===== src/rtl/vga_pkg.sv =====
// vga_pkg: shared VGA text-path constants and the text sequencer state type
//   SPACE           blank character code sent to the font ROM
//   TXT_CELLS       character cells per text page (8 rows x 16 cols)
//   txt_seq_state_t text sequencer FSM states
package vga_pkg;
   localparam logic [6:0] SPACE = 7'h20;
   localparam int TXT_CELLS = 128;
   typedef enum logic [1:0] {IDLE, TYPING, WAIT_BTN} txt_seq_state_t;
endpackage


===== src/rtl/game_txt_frame_div.sv =====
// game_txt_frame_div: divides frame ticks into character reveal steps
//   clk, rst   clock and synchronous active-high reset
//   clr        synchronous clear of the frame counter (also blocks char_step)
//   tick       one-cycle frame pulse
//   char_step  one-cycle pulse on every FRAMES_PER_CHAR-th counted tick
module game_txt_frame_div #(
   parameter int FRAMES_PER_CHAR = 2
) (
   input  logic clk,
   input  logic rst,
   input  logic clr,
   input  logic tick,
   output logic char_step
);
   localparam int CW = FRAMES_PER_CHAR > 1 ? $clog2(FRAMES_PER_CHAR) : 1;
   localparam logic [CW-1:0] LAST = CW'(FRAMES_PER_CHAR - 1);
   logic [CW-1:0] frame_cnt;
   assign char_step = tick && !clr && frame_cnt == LAST;
   always_ff @(posedge clk)
      if (rst || clr) frame_cnt <= '0;
      else if (tick) frame_cnt <= char_step ? '0 : frame_cnt + 1'b1;
endmodule


===== src/rtl/game_txt_sequencer.sv =====
// game_txt_sequencer: typewriter-style text page sequencer between renderer and page ROM
//   clk, rst    clock and synchronous active-high reset
//   frame_tick  one-cycle pulse per frame
//   start       begin sequence at start_page (clamped to the last page)
//   btn_next    debounced button level; rising edge skips / advances pages
//   char_xy     {row, col} cell index from the char renderer
//   rom_code    selected page ROM output, one cycle behind char_xy
//   page_sel    page ROM mux select
//   char_code   masked character code, two cycles behind char_xy
//   busy        high while typing or waiting for the button
//   seq_done    one-cycle pulse after the last page is dismissed
module game_txt_sequencer import vga_pkg::*; #(
   parameter int NUM_PAGES       = 4,
   parameter int FRAMES_PER_CHAR = 2,
   parameter int PAGE_W          = 2
) (
   input  logic              clk,
   input  logic              rst,
   input  logic              frame_tick,
   input  logic              start,
   input  logic [PAGE_W-1:0] start_page,
   input  logic              btn_next,
   input  logic [7:0]        char_xy,
   input  logic [6:0]        rom_code,
   output logic [PAGE_W-1:0] page_sel,
   output logic [6:0]        char_code,
   output logic              busy,
   output logic              seq_done
);
   txt_seq_state_t state;
   logic [8:0] reveal_cnt;
   logic btn_q, btn_rise, reveal_q, char_step;
   assign btn_rise = btn_next & ~btn_q;
   assign busy = state == TYPING || state == WAIT_BTN;
   // a skip press in the same cycle as a frame tick must not also count a frame
   game_txt_frame_div #(.FRAMES_PER_CHAR(FRAMES_PER_CHAR)) u_div (
      .clk      (clk),
      .rst      (rst),
      .clr      (state != TYPING || btn_rise),
      .tick     (frame_tick),
      .char_step(char_step)
   );
   always_ff @(posedge clk)
      if (rst) begin
         state      <= IDLE;
         page_sel   <= '0;
         reveal_cnt <= '0;
         reveal_q   <= 1'b0;
         char_code  <= SPACE;
         seq_done   <= 1'b0;
         btn_q      <= 1'b0;
      end else begin
         btn_q     <= btn_next;
         // reveal is delayed one cycle so it lines up with the ROM's read latency
         reveal_q  <= {1'b0, char_xy} < reveal_cnt;
         char_code <= (state != IDLE && reveal_q) ? rom_code : SPACE;
         seq_done  <= 1'b0;
         case (state)
            IDLE:
               if (start) begin
                  state      <= TYPING;
                  page_sel   <= int'(start_page) >= NUM_PAGES ? PAGE_W'(NUM_PAGES - 1) : start_page;
                  reveal_cnt <= '0;
               end
            TYPING:
               if (btn_rise) begin
                  reveal_cnt <= 9'(TXT_CELLS);
                  state      <= WAIT_BTN;
               end else if (char_step) begin
                  reveal_cnt <= reveal_cnt + 9'd1;
                  if (reveal_cnt == 9'(TXT_CELLS - 1)) state <= WAIT_BTN;
               end
            WAIT_BTN:
               if (btn_rise) begin
                  if (int'(page_sel) < NUM_PAGES - 1) begin
                     page_sel   <= page_sel + 1'b1;
                     reveal_cnt <= '0;
                     state      <= TYPING;
                  end else begin
                     state    <= IDLE;
                     seq_done <= 1'b1;
                  end
               end
            default: state <= IDLE;
         endcase
      end
endmodule


===== config.mk =====
export PLATFORM = sky130hd
export DESIGN_NAME = game_txt_sequencer
export DESIGN_NICKNAME = d
export VERILOG_FILES = /design/src/rtl/vga_pkg.sv /design/src/rtl/game_txt_frame_div.sv /design/src/rtl/game_txt_sequencer.sv
export SDC_FILE = /design/constraint.sdc
export NUM_CORES = 1
export LEC_CHECK = 0
export CORE_AREA = 5 5 45 85
export DETAILED_ROUTE_END_ITERATION = 10
export DIE_AREA = 0 0 50 90
export PLACE_DENSITY = 0.71
export SYNTH_ARGS = -nofsm -noshare
export SYNTH_HDL_FRONTEND = slang
export SYNTH_HIERARCHICAL = 1
export SYNTH_SLANG_ARGS = --single-unit

===== constraint.sdc =====
create_clock -name clk -period 3.4 [get_ports clk]
set_input_delay 0.34 -clock clk [delete_from_list [all_inputs] [get_ports clk]]
set_output_delay 0.34 -clock clk [all_outputs]
set_load 0.01 [all_outputs]

Yosys cells after proc, flatten, opt, wreduce, memory -nomap -nowiden
Index checks and enable logic that the tools add are counted.
Widths: inputs -> output; s select.
{ "totals": {"register_bits": 24, "wordCells": 62, "input_bits": 22} }
{ "op_classes": {"bitwise": 5, "reduce_logical": 16, "muxes": 19, "n_eq_ne": 9, "n_lt_le_gt_ge": 2, "n_addsub": 3} }
{ "op_table": {"columns": ["operator", "count"], "rows": [
  ["$mux 9", 5],
  ["$pmux 9 s3", 1],
  ["$mux 2", 8],
  ["$add 9x1->9 const B", 1],
  ["$eq 9x7->1 const B", 1],
  ["$lt 8x9->1", 1],
  ["$reduce_and 4->1", 2],
  ["$ne 3x2->1 const B", 2],
  ["$pmux 2 s3", 1],
  ["$reduce_and 5->1", 1],
  ["$ne 2x1->1 const B", 2],
  ["$ne 2x2->1 const B", 2],
  ["$not 1->1", 4],
  ["$pmux 2 s2", 1],
  ["$reduce_bool 2->1", 2],
  ["$logic_and 1x1->1", 3],
  ["$logic_or 1x1->1", 3],
  ["$mux 1", 3],
  ["$reduce_bool 3->1", 1],
  ["$reduce_or 3->1", 1],
  ["$add 2x1->2 const B", 1],
  ["$eq 2x1->1 const B", 1],
  ["$eq 2x2->1 const B", 1],
  ["$logic_not 2->1", 1],
  ["other kinds (5)", 5]
]} }

Logic depth before layout (Yosys ltp)
Gate-level depths: netlist of the first run.
{ "depth": {"depth_word": 9, "depth_mapped": 8, "mapped_depth_nobuf": 8} }

By module
The synthesis of the first run kept the hierarchy.
{ "by_module_without_submodules": {"columns": ["module", "cells_each", "area_each_um2", "seq_area_each_um2", "instances"], "rows": [
  ["game_txt_sequencer", 145, 1308.8, 460.4, 1],
  ["game_txt_frame_div", 5, 46.3, 20.0, 1]
]} }

Worst setup path before layout of the first run
No wires, ideal clock.
{ "synth_timing": {"path_type": "flip-flop to flip-flop", "from": "register state[1]", "to": "register reveal_cnt[6]", "path_stages_with_launch": 9, "arrival_ps": 1750, "required_ps": 3334, "setup_time_ps": 66, "setup_slack_ps": 1583, "synth_period_minus_slack_ps": 1817, "path_cell_list": "dfxtp_1 inv_1 ha_1 nand2_1 nor2_1 nand2b_1 o2111ai_4 or4_4 a21oi_2"} }
{ "synth_between": {"elab_chain_len": 7} }
{ "synth_lines": {"columns": ["element", "line", "rtl"], "rows": [
  ["from (decl)", "game_txt_sequencer.sv:30", "txt_seq_state_t state;"],
  ["from (signal assigned)", "game_txt_sequencer.sv:45", "state <= IDLE;"],
  ["from (signal assigned)", "game_txt_sequencer.sv:61", "state <= TYPING;"],
  ["from (signal assigned)", "game_txt_sequencer.sv:68", "state <= WAIT_BTN;"],
  ["$ne 2x1->1", "game_txt_sequencer.sv:39", ".clr (state != TYPING || btn_rise),"],
  ["$logic_or 1x1->1", "game_txt_sequencer.sv:39", null],
  ["$logic_not 1->1", "game_txt_frame_div.sv:18", "assign char_step = tick && !clr && frame_cnt == LAST;"],
  ["$logic_and 1x1->1 (2 in series)", "game_txt_frame_div.sv:18", null],
  ["net char_step", "game_txt_sequencer.sv:32", "logic btn_q, btn_rise, reveal_q, char_step;"],
  ["$ne 3x2->1 (no source line)", null, null],
  ["$reduce_and 5->1 (no source line)", null, null],
  ["to (signal assigned)", "game_txt_sequencer.sv:67", "reveal_cnt <= 9'(TXT_CELLS);"],
  ["to (signal assigned)", "game_txt_sequencer.sv:70", "reveal_cnt <= reveal_cnt + 9'd1;"],
  ["to (decl)", "game_txt_sequencer.sv:31", "logic [8:0] reveal_cnt;"]
]} }
The timed path passes the listed nets, and every way through them passes these cells.
A chain may end at the register's enable or synchronous reset.

Final worst setup path of the first run
{ "layout_timing": {"from": "input port btn_next", "to": "register reveal_cnt[6]"} }
{ "layout_between": {"elab_chain_len": 7} }
{ "layout_lines": {"columns": ["element", "line", "rtl"], "rows": [
  ["from (decl)", "game_txt_sequencer.sv:22", "input logic btn_next,"],
  ["$and 1x1->1", "game_txt_sequencer.sv:33", "assign btn_rise = btn_next & ~btn_q;"],
  ["$logic_or 1x1->1", "game_txt_sequencer.sv:39", null],
  ["$logic_not 1->1", "game_txt_frame_div.sv:18", null],
  ["$logic_and 1x1->1 (2 in series)", "game_txt_frame_div.sv:18", null],
  ["net char_step", "game_txt_sequencer.sv:32", null],
  ["$ne 3x2->1 (no source line)", null, null],
  ["$reduce_and 5->1 (no source line)", null, null]
]} }
The timed path passes the listed nets, and every way through them passes these cells.

==> metrics, run 1 <==
outcome=complete, no violations; max-cap violation count=0; Tot Pwr=0.000999 W; Worst-path clk slew=0.09 ns; most frequent cells in the layout=clkdlybuf4s50_1 (32), dfxtp_1 (24), inv_1 (15); Placed Instances=211; final hold slack=0.504 ns; total wire length=roughly 3400 um; first-pass GRT wire length=5690 um; final instance area=around 1800 sq um; VDD IR-drop max=0.385 mV; TritonCTS Buffers=3; Synth-to-Final Area Change=30.7%; Final Cycle Share=66.0%; placed instance area=1700 sq um; syn avg cell area=roughly 9 sq um; row cnt=29; sequential share of the synthesized area=a little over a third; most common library cell in the layout ignoring fill and taps=clkdlybuf4s50_1; Slew HR=57.5%; CTS resizes=0; synthesized cell area=1360 sq um; vias in the first global route=1281; Yosys warnings=6; WL/cell=roughly 16 um; CTS sink cnt=24; Die X=roughly 50 um; power density over cell area=between 500 and 600 nW/um^2; largest net degree at the start of global routing=15; area of the multi-input gates=803 sq um; Post-Layout Cell Count=~220; Final setup viols=0; initial antenna violation count=0; EDFF count, synth=0; filler cell count=between 200 and 300; worst skew pair latency=0.27 ns; DR DRC count=0; Max Clk Rate=0.446 GHz; syn nets=185; Seq. cell area=between 400 and 500 sq um; Hold Crit Class=reg2reg; met3 wire length=~140 um; nets=220; CTS tree=built; Setup crit start kind=primary input; root buffer cell=clkbuf_8; worst-path cell with the longest stage delay=or4_4; port bufs=32; Detailed Place HPWL=2760 um; Leak=~0.65 nW; htree depth=1; GRT Total Usage=15.6%; Setup TNS=0 ns; CP Class=in2reg; RSZ-0062 raised after global routing=false; routed length on met2=approximately 2000 um; Main synth FF type=dfxtp_1; worst-path maximum fanout=6; Least-Margin Pin Slew=between 0.6 and 0.7 ns; Initial Util=about 43%; drt pass-1 iters=4; n_diodes=0; Antenna Nets Post-Route=0; Vias=1244; area leader, netlist=dfxtp_1; crit path DAT=roughly 2.5 ns; top-area cell type share of the netlist area=35.5%; Core Region=3120 sq um; M1 WL=about 1200 um; Worst path max stage delay=0.52 ns; Top Ports=33; vias per cell=5.79; CTS Hold Bufs=0; ys async rst share=0%; final setup skew=0.00248 ns; final worst path period need=around 2.2 ns; Die Ht=90 um; die area=4500 sq um; Mapped Cells=150; register bit total from synthesis=24; RePlAce Congestion=0.908; top layer in use=met4; top cells by area, synth=dfxtp_1 (35%), ha_1 (12%), a21oi_1 (5.2%); final hold violations=0; layout cells sized above 1=around 8.2%; CP cell instances=clkdlybuf4s50_1 > or2b_1 > nand2_1 > nor2_1 > nand2b_1 > o2111ai_4 > or4_4 > a21oi_2; CP Capture Type=flip-flop; global route overflow=0; final slew viol count=0; DRT iter0 DRCs=15; Max clock buf depth=2; Distinct cells, synth=46; total setup buffers inserted after CTS=0; Crit path required time=3.61 ns
## metrics by stage
stage	utilization, %	worst slack (ns)
6_report	56.7	1.16
5_1_grt	56.7	1.07
4_1_cts	56.7	1.19
3_5_place_dp	54.5	0.936
3_3_place_gp	54.5	1.04
2_1_floorplan	-	1.58
## state kept, by name, summed over array words and instances, names as in the netlist
| signal | cells |
|---|---|
| reveal_cnt | 9 |
| char_code | 7 |
| seq_done | 1 |
| page_sel | 2 |
| btn_q | 1 |
| state | 2 |
| reveal_q | 1 |
| u_div/frame_cnt | 1 |
## layer usage
layer / global-route usage, % / vias to the layer above
met5: 0 / -
met4: 7.66 / 0
met3: 3.31 / 8
met1: 14.5 / 587
li1: - / 616
met2: 29.5 / 33
## critical path, delay by kind of cell
kind | cells | cell delay, ns
and+or+nand+nor | 5 | 1.32
AOI/OAI and AO/OA | 2 | 0.31
buffers and inverters | 1 | 0.47
## cell type report
type | instances | share of cell area (%)
clock buffers | 3 | 2.33
clock inverters | 1 | 1.70
inverters | 15 | 3.18
multi-input cells | 109 | 45.4
flip-flops and latches | 24 | 27.1
well taps | 31 | 2.19
repair buffers | 32 | 18.1
## kinds of logic after synthesis
family	synth area share [%]
buf+inv	5.26
compound gates	23.0
simple gates	22.9
xor+xnor	0.646
flops	35.5
mux	0.739
fa+ha+maj	12.0
## power breakdown
part / switching (W) / internal [W]
Combinational: 0.000218 / 0.000176
Clock: 0.0000948 / 0.000158
Sequential: 0.0000347 / 0.000317
Total: 0.000348 / 0.000651
## cells in the mapped netlist (3+ instances only)
cell / count
ha_1: 13
o31ai_1: 4
o21ai_0: 8
nand4_1: 4
a31oi_1: 3
a21oi_1: 14
dfxtp_1: 24
and2_1: 6
or3_1: 3
inv_1: 15
nand2_1: 8
nand3_1: 3
or4_1: 3
nand2b_1: 5
## path summary, 6_finish.rpt
check | startpoint | end | slack [ns] | cells past startpoint
setup / recovery | btn_next | reveal_cnt[6]$_SDFFE_PP0P_ | 1.16 | 8
hold / removal | page_sel[1]$_SDFFE_PP0P_ | page_sel[1]$_SDFFE_PP0P_ | 0.50 | 2
setup reg to reg | state[1]$_SDFFE_PP0P_ | reveal_cnt[6]$_SDFFE_PP0P_ | 1.28 | 8
hold reg to reg | page_sel[1]$_SDFFE_PP0P_ | page_sel[1]$_SDFFE_PP0P_ | 0.50 | 2
Power figures use the tool's default switching activity.
==> run 2, diff against run 1 <==
==> constraint.sdc (replaced) <==
create_clock -name clk -period 2.2 [get_ports clk]
set_input_delay 0.22 -clock clk [delete_from_list [all_inputs] [get_ports clk]]
set_output_delay 0.22 -clock clk [all_outputs]
set_load 0.01 [all_outputs]
==> metrics, run 2 (synthesis results as in run 1) <==
final worst path period need=~1.9 ns; Initial Util=43.4% (unchanged); RePlAce Congestion=0.837 (-7.8%); final setup skew=0.00352 ns (+0.00103 ns); VDD IR-drop max=0.502 mV (+31%); Leak=0.669 nW (+3.7%); RSZ-0062 raised after global routing=false; power density over cell area=874 nW/um^2 (+55%); n_diodes=0 (unchanged); Vias=1288 (+3.5%); GRT Total Usage=15.4% (-0.15 points); outcome=complete, no violations; Antenna Nets Post-Route=0 (unchanged); htree depth=1 (unchanged); vias in the first global route=1282 (+0.078%); Least-Margin Pin Slew=0.605 ns (-0.0306 ns); Worst path max stage delay=0.51 ns (about the same); DR DRC count=0 (unchanged); initial antenna violation count=0 (unchanged); Max clock buf depth=2 (unchanged); final slew viol count=0 (unchanged); Worst-path clk slew=0.09 ns (about the same); WL/cell=16.0 um (+1.5%); clock share of power=24.9% (-0.4 points); CP Capture Type=flip-flop; Slew HR=59.6% (+2.0 points); max reg flops=9 (unchanged); largest net degree at the start of global routing=15 (unchanged); Largest regs=reveal_cnt (9), char_code (7); first-pass GRT wire length=5660 um (-0.49%); P_int=0.00104 W (+59%); placed instance area=1740 sq um (+2.2%); Crit path required time=2.41 ns (-1.20 ns); CTS Hold Bufs=0 (unchanged); Max Clk Rate=0.518 GHz; Sequential Power Share=34.3% (-1.0 points); Hold Crit Class=reg2reg; most common library cell in the layout ignoring fill and taps=clkdlybuf4s50_1; final hold violations=0 (unchanged); Sw Pwr=0.000544 W (+57%); CTS tree=built; layout cells sized above 1=10.6% (+2.4 points); Core Region=3120 sq um (unchanged); Setup TNS=0 ns (unchanged); Die X=50 um (unchanged); root buffer cell=clkbuf_8; CTS resizes=0 (unchanged); DRT iter0 DRCs=23 (+8); worst-path maximum fanout=6 (unchanged); die area=4500 sq um (unchanged); Switching Fraction=34.4% (-0.35 points); Setup crit start kind=primary input; row cnt=29 (unchanged); Synth-to-Final Area Change=33.4%; crit path DAT=2.14 ns (-0.31 ns); max-cap violation count=0 (unchanged); CP cell instances=clkdlybuf4s50_1 > or2b_1 > nand2_1 > nor2_1 > nand2b_1 > o2111ai_4 > or4_4 > a21oi_2; Top Ports=33 (unchanged); filler cell count=269 (-4.9%); Final Cycle Share=~88%; port bufs=32 (unchanged); nets=225 (+2.3%); TritonCTS Buffers=3 (unchanged); total setup buffers inserted after CTS=0 (unchanged); Final setup viols=0 (unchanged); Die Ht=90 um (unchanged); vias per cell=5.85 (+1.2%); final instance area=1810 sq um (+2.1%); worst-path cell with the longest stage delay=or4_4; Comb pwr share=40.7% (+1.2 points); Largest Register=reveal_cnt; CTS sink cnt=24 (unchanged); global route overflow=0 (unchanged); CP Class=in2reg; worst skew pair latency=0.27 ns (about the same); total wire length=3530 um (+3.9%); drt pass-1 iters=4 (unchanged); most frequent cells in the layout=clkdlybuf4s50_1 (32), dfxtp_1 (24), inv_1 (15); Detailed Place HPWL=2830 um (+2.5%)
-- run 2: final timing paths --
kind,startpoint,end,slack (ns),cells past startpoint
max,btn_next,reveal_cnt[6]$_SDFFE_PP0P_,0.27,8
min,page_sel[1]$_SDFFE_PP0P_,page_sel[1]$_SDFFE_PP0P_,0.50,2
max reg2reg,state[1]$_SDFFE_PP0P_,reveal_cnt[6]$_SDFFE_PP0P_,0.28,8
min reg2reg,page_sel[1]$_SDFFE_PP0P_,page_sel[1]$_SDFFE_PP0P_,0.50,2
-- run 2: stage by stage --
stage,setup WS [ns],utilization (%),std cells,power (W),hold WS [ns]
6_report,0.268,57.9,220,0.00158,0.501
5_1_grt,0.136,57.9,220,0.00167,0.507
4_1_cts,0.279,57.9,220,0.00159,0.504
3_5_place_dp,0.0343,55.7,216,0.00120,0.492
3_3_place_gp,0.0939,55.7,216,0.00116,0.479
2_1_floorplan,0.383,-,150,0.000958,0.291
-- run 2: power by group through the flow --
| stage | Combinational (W) | Sequential, W | Clock (W) |
|---|---|---|---|
| after detailed placement | 0.000644 | 0.000553 | 0 |
| after floorplan | 0.000406 | 0.000552 | 0 |
| final | 0.000644 | 0.000543 | 0.000394 |
| after global placement | 0.000615 | 0.000548 | 0 |
| after CTS | 0.000649 | 0.000542 | 0.000402 |
| after global routing | 0.000702 | 0.000549 | 0.000421 |
-- run 2: layout make-up --
class                      instances  area [sq um]  area share, %
clock inverter                     1          30.0           1.66
multi-input combinational        109           803           44.4
sequential                        24           480           26.6
tap                               31          38.8           2.15
clock buffer                       3          41.3           2.28
inverter                          15          56.3           3.11
timing repair buffer              37           358           19.8
-- run 2: worst max-delay path: cells and delay by family --
family	cells	cell delay (ns)
AO/OA/AOI/OAI	2	0.31
buffers and inverters	1	0.46
AND/OR/NAND/NOR	5	1.15
-- run 2: metal layers --
| layer | wire [um] | track usage [%] | up-vias |
|---|---|---|---|
| met1 | 1230 | 15.0 | 598 |
| li1 | - | - | 627 |
| met4 | 131 | 8.75 | 0 |
| met5 | 0 | 0 | - |
| met3 | 182 | 2.48 | 14 |
| met2 | 1980 | 28.6 | 49 |
